===== src/rtl/mdu_iter_if.sv =====
// Issue/result bundle between the execute stage and the multiply/divide unit.
// The issuer is the master; the unit is the slave.
interface mdu_iter_if #(
    parameter int unsigned WIDTH = 32
) ();
    logic             start;
    logic [2:0]       op;
    logic [WIDTH-1:0] a;
    logic [WIDTH-1:0] b;
    logic             req;
    logic             cancel;
    logic             busy;
    logic             done;
    logic [WIDTH-1:0] hi;
    logic [WIDTH-1:0] lo;

    modport master (
        output start, op, a, b, req, cancel,
        input  busy, done, hi, lo
    );

    modport slave (
        input  start, op, a, b, req, cancel,
        output busy, done, hi, lo
    );
endinterface


===== src/rtl/mdu_iter.sv =====
// Iterative multiply/divide unit owning the HI/LO register pair.
// Multiplies retire after a fixed latency; divides resolve one restoring quotient bit per cycle.
module mdu_iter #(
    parameter int unsigned WIDTH   = 32,
    parameter int unsigned MUL_LAT = 5
) (
    input  logic      clk,
    input  logic      reset,
    mdu_iter_if.slave bus
);
    localparam int unsigned CntMax = (MUL_LAT > WIDTH) ? MUL_LAT : WIDTH;
    localparam int unsigned CntW   = $clog2(CntMax + 1);

    localparam logic [2:0] OpMult  = 3'd0;
    localparam logic [2:0] OpMultu = 3'd1;
    localparam logic [2:0] OpDiv   = 3'd2;
    localparam logic [2:0] OpDivu  = 3'd3;
    localparam logic [2:0] OpMthi  = 3'd4;
    localparam logic [2:0] OpMtlo  = 3'd5;
    localparam logic [2:0] OpMadd  = 3'd6;
    localparam logic [2:0] OpMsub  = 3'd7;

    typedef enum logic [2:0] {
        StIdle,
        StMul,
        StDsetup,
        StDiter,
        StDfix
    } state_e;

    state_e             state_q, state_d;
    logic [CntW-1:0]    cnt_q, cnt_d;
    logic [WIDTH-1:0]   hi_q, hi_d;
    logic [WIDTH-1:0]   lo_q, lo_d;
    logic               done_q, done_d;
    logic [2:0]         op_q, op_d;
    logic [2*WIDTH-1:0] prod_q, prod_d;
    logic [WIDTH-1:0]   quo_q, quo_d;
    logic [WIDTH-1:0]   rem_q, rem_d;
    logic [WIDTH-1:0]   dvs_q, dvs_d;
    logic               qneg_q, qneg_d;
    logic               rneg_q, rneg_d;

    logic               accept;
    logic               is_move;
    logic               mul_signed;
    logic               div_signed;
    logic [2*WIDTH-1:0] ext_a, ext_b, prod_new;
    logic [2*WIDTH-1:0] hilo, mul_res;
    logic [WIDTH:0]     shifted, trial;
    logic [WIDTH-1:0]   quo_fix, rem_fix;

    assign accept  = bus.start && !bus.req && !bus.cancel && (state_q == StIdle);
    assign is_move = (bus.op == OpMthi) || (bus.op == OpMtlo);

    // Combinational so the issuing cycle itself already stalls dependent instructions.
    assign bus.busy = (state_q != StIdle) || (bus.start && !bus.req && !bus.cancel && !is_move);
    assign bus.done = done_q;
    assign bus.hi   = hi_q;
    assign bus.lo   = lo_q;

    // Extending both operands to 2*WIDTH makes the truncated product right for either signedness.
    assign mul_signed = (bus.op != OpMultu);
    assign ext_a    = mul_signed ? {{WIDTH{bus.a[WIDTH-1]}}, bus.a} : {{WIDTH{1'b0}}, bus.a};
    assign ext_b    = mul_signed ? {{WIDTH{bus.b[WIDTH-1]}}, bus.b} : {{WIDTH{1'b0}}, bus.b};
    assign prod_new = ext_a * ext_b;

    assign hilo = {hi_q, lo_q};

    always_comb begin
        unique case (op_q)
            OpMadd:  mul_res = hilo + prod_q;
            OpMsub:  mul_res = hilo - prod_q;
            default: mul_res = prod_q;
        endcase
    end

    // One restoring step: shift the next dividend bit in, keep the trial only if it did not borrow.
    assign div_signed = (op_q == OpDiv);
    assign shifted    = {rem_q, quo_q[WIDTH-1]};
    assign trial      = shifted - {1'b0, dvs_q};
    assign quo_fix    = qneg_q ? -quo_q : quo_q;
    assign rem_fix    = rneg_q ? -rem_q : rem_q;

    always_comb begin
        state_d = state_q;
        cnt_d   = cnt_q;
        hi_d    = hi_q;
        lo_d    = lo_q;
        done_d  = 1'b0;
        op_d    = op_q;
        prod_d  = prod_q;
        quo_d   = quo_q;
        rem_d   = rem_q;
        dvs_d   = dvs_q;
        qneg_d  = qneg_q;
        rneg_d  = rneg_q;

        if (bus.cancel && (state_q != StIdle)) begin
            state_d = StIdle;
            cnt_d   = '0;
        end else begin
            unique case (state_q)
                StIdle: begin
                    if (accept) begin
                        op_d = bus.op;
                        unique case (bus.op)
                            OpMthi: hi_d = bus.a;
                            OpMtlo: lo_d = bus.a;
                            OpDiv, OpDivu: begin
                                quo_d   = bus.a;
                                dvs_d   = bus.b;
                                rem_d   = '0;
                                state_d = StDsetup;
                            end
                            default: begin
                                prod_d  = prod_new;
                                cnt_d   = CntW'(MUL_LAT - 1);
                                state_d = StMul;
                            end
                        endcase
                    end
                end
                StMul: begin
                    if (cnt_q == '0) begin
                        {hi_d, lo_d} = mul_res;
                        done_d       = 1'b1;
                        state_d      = StIdle;
                    end else begin
                        cnt_d = cnt_q - CntW'(1);
                    end
                end
                StDsetup: begin
                    qneg_d  = div_signed && (quo_q[WIDTH-1] ^ dvs_q[WIDTH-1]);
                    rneg_d  = div_signed && quo_q[WIDTH-1];
                    quo_d   = (div_signed && quo_q[WIDTH-1]) ? -quo_q : quo_q;
                    dvs_d   = (div_signed && dvs_q[WIDTH-1]) ? -dvs_q : dvs_q;
                    rem_d   = '0;
                    cnt_d   = CntW'(WIDTH - 1);
                    state_d = StDiter;
                end
                StDiter: begin
                    rem_d = trial[WIDTH] ? shifted[WIDTH-1:0] : trial[WIDTH-1:0];
                    quo_d = {quo_q[WIDTH-2:0], ~trial[WIDTH]};
                    if (cnt_q == '0) begin
                        state_d = StDfix;
                    end else begin
                        cnt_d = cnt_q - CntW'(1);
                    end
                end
                StDfix: begin
                    // A zero divisor still spends the full latency but leaves HI/LO alone.
                    if (dvs_q != '0) begin
                        lo_d = quo_fix;
                        hi_d = rem_fix;
                    end
                    done_d  = 1'b1;
                    state_d = StIdle;
                end
                default: state_d = StIdle;
            endcase
        end
    end

    always_ff @(posedge clk) begin
        if (reset) begin
            state_q <= StIdle;
            cnt_q   <= '0;
            hi_q    <= '0;
            lo_q    <= '0;
            done_q  <= 1'b0;
            op_q    <= '0;
            prod_q  <= '0;
            quo_q   <= '0;
            rem_q   <= '0;
            dvs_q   <= '0;
            qneg_q  <= 1'b0;
            rneg_q  <= 1'b0;
        end else begin
            state_q <= state_d;
            cnt_q   <= cnt_d;
            hi_q    <= hi_d;
            lo_q    <= lo_d;
            done_q  <= done_d;
            op_q    <= op_d;
            prod_q  <= prod_d;
            quo_q   <= quo_d;
            rem_q   <= rem_d;
            dvs_q   <= dvs_d;
            qneg_q  <= qneg_d;
            rneg_q  <= rneg_d;
        end
    end
endmodule


===== src/flat_wrapper.sv =====
// flat-port wrapper written by rule: the top's interface ports become plain ports
module mdu_iter_flat 
#(
    parameter int unsigned WIDTH   = 32,
    parameter int unsigned MUL_LAT = 5
)
  (clk, reset, bus_start, bus_op, bus_a, bus_b, bus_req, bus_cancel, bus_busy, bus_done, bus_hi, bus_lo);
  mdu_iter_if #(.WIDTH(WIDTH)) bus_i ();
  input  logic clk;
  input  logic reset;
  input wire logic [$bits(bus_i.start)-1:0] bus_start;
  input wire logic [$bits(bus_i.op)-1:0] bus_op;
  input wire logic [$bits(bus_i.a)-1:0] bus_a;
  input wire logic [$bits(bus_i.b)-1:0] bus_b;
  input wire logic [$bits(bus_i.req)-1:0] bus_req;
  input wire logic [$bits(bus_i.cancel)-1:0] bus_cancel;
  output wire logic [$bits(bus_i.busy)-1:0] bus_busy;
  output wire logic [$bits(bus_i.done)-1:0] bus_done;
  output wire logic [$bits(bus_i.hi)-1:0] bus_hi;
  output wire logic [$bits(bus_i.lo)-1:0] bus_lo;
  assign bus_i.start = bus_start;
  assign bus_i.op = bus_op;
  assign bus_i.a = bus_a;
  assign bus_i.b = bus_b;
  assign bus_i.req = bus_req;
  assign bus_i.cancel = bus_cancel;
  assign bus_busy = bus_i.busy;
  assign bus_done = bus_i.done;
  assign bus_hi = bus_i.hi;
  assign bus_lo = bus_i.lo;
  mdu_iter #(.WIDTH(WIDTH), .MUL_LAT(MUL_LAT)) u_core (.clk(clk), .reset(reset), .bus(bus_i));
endmodule

===== config.mk =====
export PLATFORM = sky130hd
export DESIGN_NAME = mdu_iter_flat
export DESIGN_NICKNAME = d
export VERILOG_FILES = /design/src/rtl/mdu_iter_if.sv /design/src/rtl/mdu_iter.sv /design/src/flat_wrapper.sv
export SDC_FILE = /design/constraint.sdc
export NUM_CORES = 2
export LEC_CHECK = 0
export ABC_AREA = 1
export CORE_MARGIN = 8
export CORE_UTILIZATION = 45
export CTS_CLUSTER_SIZE = 28
export DETAILED_ROUTE_END_ITERATION = 7
export HOLD_SLACK_MARGIN = 0.06
export PLACE_DENSITY = 0.72
export SLEW_MARGIN = 40
export SYNTH_ARGS = -nofsm -noshare
export SYNTH_HDL_FRONTEND = slang
export SYNTH_SLANG_ARGS = --single-unit

===== constraint.sdc =====
create_clock -name clk -period 13.2 [get_ports clk]
set_input_delay 2.64 -clock clk [delete_from_list [all_inputs] [get_ports clk]]
set_output_delay 2.64 -clock clk [all_outputs]
set_load 0.02 [all_outputs]

## Word level (Yosys, flattened, before mapping)

Index checks and enable logic that the tools add are counted.

| storage, ports and cells | value |
|---|---|
| register bits after elaboration | 239 |
| output and inout port bits | 66 |

| operators by class | value |
|---|---|
| add/sub/neg operators | 7 |
| multipliers | 1 |
| equality and inequality tests | 24 |
| mux-type cells | 38 |
| bitwise gates (word level) | 4 |
| reductions and logical operators | 36 |

Operator list:

| operator | number |
|---|---|
| two-way mux 32 bit | 19 |
| case mux 32 bit (3 select lines) | 4 |
| two-way mux 64 bit | 2 |
| case mux 64 bit (2 select lines) | 1 |
| negator 32 bit | 3 |
| adder 64 bit | 1 |
| multiplier 64 x 64 -> 64 bit | 1 |
| case mux 32 bit (2 select lines) | 1 |
| subtractor 64 bit | 1 |
| subtractor 33 x 32 -> 33 bit | 1 |
| nonzero test 32 bit | 1 |
| two-way mux 6 bit | 3 |
| case mux 6 bit (3 select lines) | 1 |
| AND reduction 4 bit | 4 |
| equality test 3 x 2 -> 1 bit, second input constant | 5 |
| equality test 3 bit, second input constant | 5 |
| inequality test 2 x 1 -> 1 bit, second input constant | 6 |
| inequality test 2 bit, second input constant | 6 |
| case mux 3 bit (4 select lines) | 1 |
| AND reduction 6 bit | 2 |
| nonzero test 3 bit | 4 |
| AND reduction 5 bit | 2 |
| two-way mux 3 bit | 3 |
| logical AND 1 bit | 8 |
| 17 further kinds | 25 |

## Logic depth before layout (Yosys ltp)

| logic depth | value |
|---|---|
| depth in word-level cells | 6 |
| mapped depth | 44 |
| gate-level depth less buffers | 42 |

## Worst setup path after synthesis

No wires, ideal clock.

| timing path | value |
|---|---|
| path type | input -> register |
| start | input bus_op[1] |
| end | register u_core.prod_q[53] |
| setup time | 0.115 ns |
| arrival | 11.243 ns |
| path slack | 1.841 ns |
| stages | 36 |
| path buffers | 3 |
| path through | inv_1 > nand3_1 > buf_2 > buf_1 > nand2_1 > clkinv_1 > clkbuf_1 > nand2_1 > fa_1 > fa_1 > inv_1 > fa_1 > inv_1 > fa_1 > fa_1 > fa_1 > inv_1 > fa_1 > fa_1 > fa_1 > inv_1 > fa_1 > inv_1 > ha_1 > nand2_1 > nor2_1 > inv_1 > nor2_1 > inv_1 > nor2_1 > inv_1 > or2_2 > nand3_1 > nor2_1 > o21ai_0 > inv_1 |

| on the way | value |
|---|---|
| longest elaborated chain between the ends | 4 |

RTL lines:

| element | RTL line | source |
|---|---|---|
| start, declared | flat_wrapper.sv:12 | `input wire logic [$bits(bus_i.op)-1:0] bus_op;` |
| parallel branches: the longest is 4 deep, another holds multiplier 64 x 64 -> 64 bit | -- |  |
| end signal, assigned | mdu_iter.sv:186 | `prod_q <= prod_d;` |
| end, declared | mdu_iter.sv:37 | `logic [2*WIDTH-1:0] prod_q, prod_d;` |

Several ways; the timed one is not identified.
A chain may end at the register's enable or synchronous reset.

## Worst setup path after layout

| timing path | value |
|---|---|
| start | input bus_op[1] |
| end | register u_core.prod_q[61] |

Same word-level chain as after synthesis.

==> impl_metrics.json <==
{
  "status": "completed",
  "num-fill-cells": 16000,
  "worstPathMaxFanout": 8,
  "num_rows": 147,
  "slew-limit-headroom": 0.389,
  "port_buffers": 137,
  "grtUsageTotal": 0.316,
  "gp_congestion": 1.05,
  "post_cts_buffers": 0,
  "end_kind": "flop",
  "drtIter0Drc": 6208,
  "syn_nets": 11900,
  "skew_ns": 0.0344,
  "hp-class": "flop to flop",
  "antenna_found_initial": 12,
  "required_ns": 13.72,
  "io_pins": 138,
  "via_per_inst": 5.44,
  "rsz0062_at_grt": "no",
  "netlist_instances": 9980,
  "dieArea_sq_um": 173000,
  "synth_edf_count": 0,
  "setup_viol": 0,
  "fin_crit_ns": 12.16,
  "synth_area_leaders": "fa_1 39%, inv_1 14%, nand2_1 12%, ha_1 7.2%, dfxtp_1 6.6%",
  "vias": 65400,
  "yosys.area.top_type": "fa_1",
  "drt-wirelength-per-cell_microns": 23.1,
  "yosysWarningCount": 0,
  "initial_utilization": 0.451,
  "synthAdderAreaFrac": 0.465,
  "synth_top_area_share": 0.393,
  "critical_path_arrival_ns": 12.68,
  "drc": 0,
  "critPathKind": "input pin to flop",
  "cts_resized": 0,
  "post-route-period-util": 0.921,
  "synth_top_family_by_area": "adder cells",
  "antenna_left": 0,
  "async_reset_ff_frac": 0,
  "drt-total-wl_microns": 278000,
  "worstMarginPinSlew_ns": 0.917,
  "syn_avg_cell_area_sq_um": 7.22,
  "fmaxAchievable_ghz": 0.0822,
  "ys_ff_latch": 239,
  "cts_buffers": 30,
  "first_pass_iters": 7,
  "cts_root_buffer": "clkbuf_16",
  "grt_start_max_net_pins": 95,
  "cts_tree": "built",
  "drv_slew": 0,
  "synth_cell_types": 56,
  "fin_nets": 11800,
  "fin_setup_tns_ns": 0,
  "grt.overflow.total": 0,
  "synth-main-ff-cell": "dfxtp_1",
  "cpPeakStageDelay_ns": 0.87,
  "syn-cell-area_sq_um": 72100,
  "cp_slowest_cell": "fa_1",
  "cap_violations": 0,
  "hold_violations": 0,
  "htree_levels": 1,
  "hold_buffers": 0,
  "synth_compound_area_frac": 0.0885,
  "core_sq_um": 160000,
  "die_h_microns": 416,
  "area_delta_synth_final_pct": 6.32,
  "first_global_vias": 68600,
  "ys_seq_area_frac": 0.0664,
  "critPathLaunchType": "input pin",
  "synth_xor_area_frac": 0.0216,
  "drive_gt1_frac": 0.0303,
  "grt_pass1_wl_microns": 420000,
  "clockBufferDepth": 3,
  "dp_hpwl_microns": 237000,
  "clkLatencyLatePin_ns": 0.64,
  "clkTransAtPathRegs_ns": 0.06,
  "cts.sinks": 239,
  "die_w_microns": 416,
  "muxShareOfSynthArea": 0,
  "synthSimpleGateAreaFrac": 0.195
}
-- worst max-delay path: cells and delay by family --
family,cells,cell delay [ns]
fa+ha+maj,11,6.02
buf+inv,12,1.81
compound gates,6,1.10
simple gates,7,1.09
-- synth_stat cells, types with 4 or more instances --
master	n
a221oi_1	38
nor4_1	40
a211oi_1	13
o221ai_1	4
a21oi_1	529
a21boi_0	13
inv_2	18
nand4_1	64
dfxtp_1	239
clkinv_1	5
nand2_1	2220
a31oi_1	23
nand3b_1	19
or2_2	19
xnor2_1	24
inv_1	2718
o21ai_1	14
nor2_2	7
ha_1	414
a22oi_1	9
buf_1	11
o211ai_1	35
o21ai_0	372
o21bai_1	31
buf_2	29
fa_1	1416
o22ai_1	13
nor3_2	5
nor3_1	99
nor2_1	609
and2_1	6
o31ai_1	5
xor2_1	154
o21a_1	24
clkbuf_1	351
and3_1	4
a21o_1	15
nand3_1	342
-- registers in the layout, summed over array words and instances, names as in the netlist, 3 cells and up --
register / cells
u_core.quo_q: 32
u_core.op_q: 3
u_core.state_q: 3
u_core.dvs_q: 32
u_core.bus.lo: 32
u_core.rem_q: 32
u_core.cnt_q: 6
u_core.bus.hi: 32
u_core.prod_q: 64
-- layout make-up --
cell class	count	area, sq um	share of cell area
Sequential cell	239	4780	0.0624
Tap cell	2086	2610	0.0341
Multi-Input combinational cell	6606	55600	0.725
Inverter	2741	10300	0.134
Clock buffer	43	871	0.0114
Clock inverter	12	178	0.00232
Antenna cell	10	25.0	0.000326
Timing Repair Buffer	280	2340	0.0305
-- final timing paths --
path	startpoint	to	slack, ns	cells past startpoint
setup / recovery	bus_op[1]	u_core.prod_q[61]	1.04	36
hold / removal	u_core.dvs_q[29]	u_core.dvs_q[29]	0.50	2
hold reg to reg	u_core.dvs_q[29]	u_core.dvs_q[29]	0.50	2
setup reg to reg	u_core.prod_q[1]	u_core.bus.lo[27]	7.32	28
-- layer usage --
layer / part of all wire / global-route usage
met5: 0.00032 / 0
met2: 0.45 / 0.518
met1: 0.39 / 0.396
met3: 0.085 / 0.0536
met4: 0.073 / 0.181
-- per-stage QoR --
step,hold slack [ns],setup WS (ns),util,std cells,area (sq um)
2_1_floorplan,0.462,1.84,-,9980,72100
6_report,0.496,1.04,0.480,12000,76700
3_5_place_dp,0.486,0.448,0.473,12000,75600
4_1_cts,0.497,1.09,0.479,12000,76600
5_1_grt,0.521,0.628,0.479,12000,76600
3_3_place_gp,0.479,0.585,0.473,12000,75500
-- kinds of logic (layout without fill, tap and decap cells) --
| family | Yosys count | count (layout) |
|---|---|---|
| buffers and inverters | 3135 | 3076 |
| xor gates and xnor gates | 178 | 178 |
| DFF | 239 | 239 |
| other | 0 | 10 |
| and+or+nand+nor | 3448 | 3448 |
| AOI/OAI and AO/OA | 1150 | 1150 |
| adders and majority gates | 1830 | 1830 |
-- layout by cell type, fill, tap and decap left out, drive strengths merged, types with 154 or more instances in the layout --
master / instances
xor2: 154
nand2: 2223
inv: 2737
a21oi: 530
fa: 1416
ha: 414
nor2: 619
buf: 179
o21ai: 387
dfxtp: 239
nand3: 342
Power is left out: the tool's default activity adds up to more than one toggle a clock period on the data nets, which glitch-free logic cannot reach.
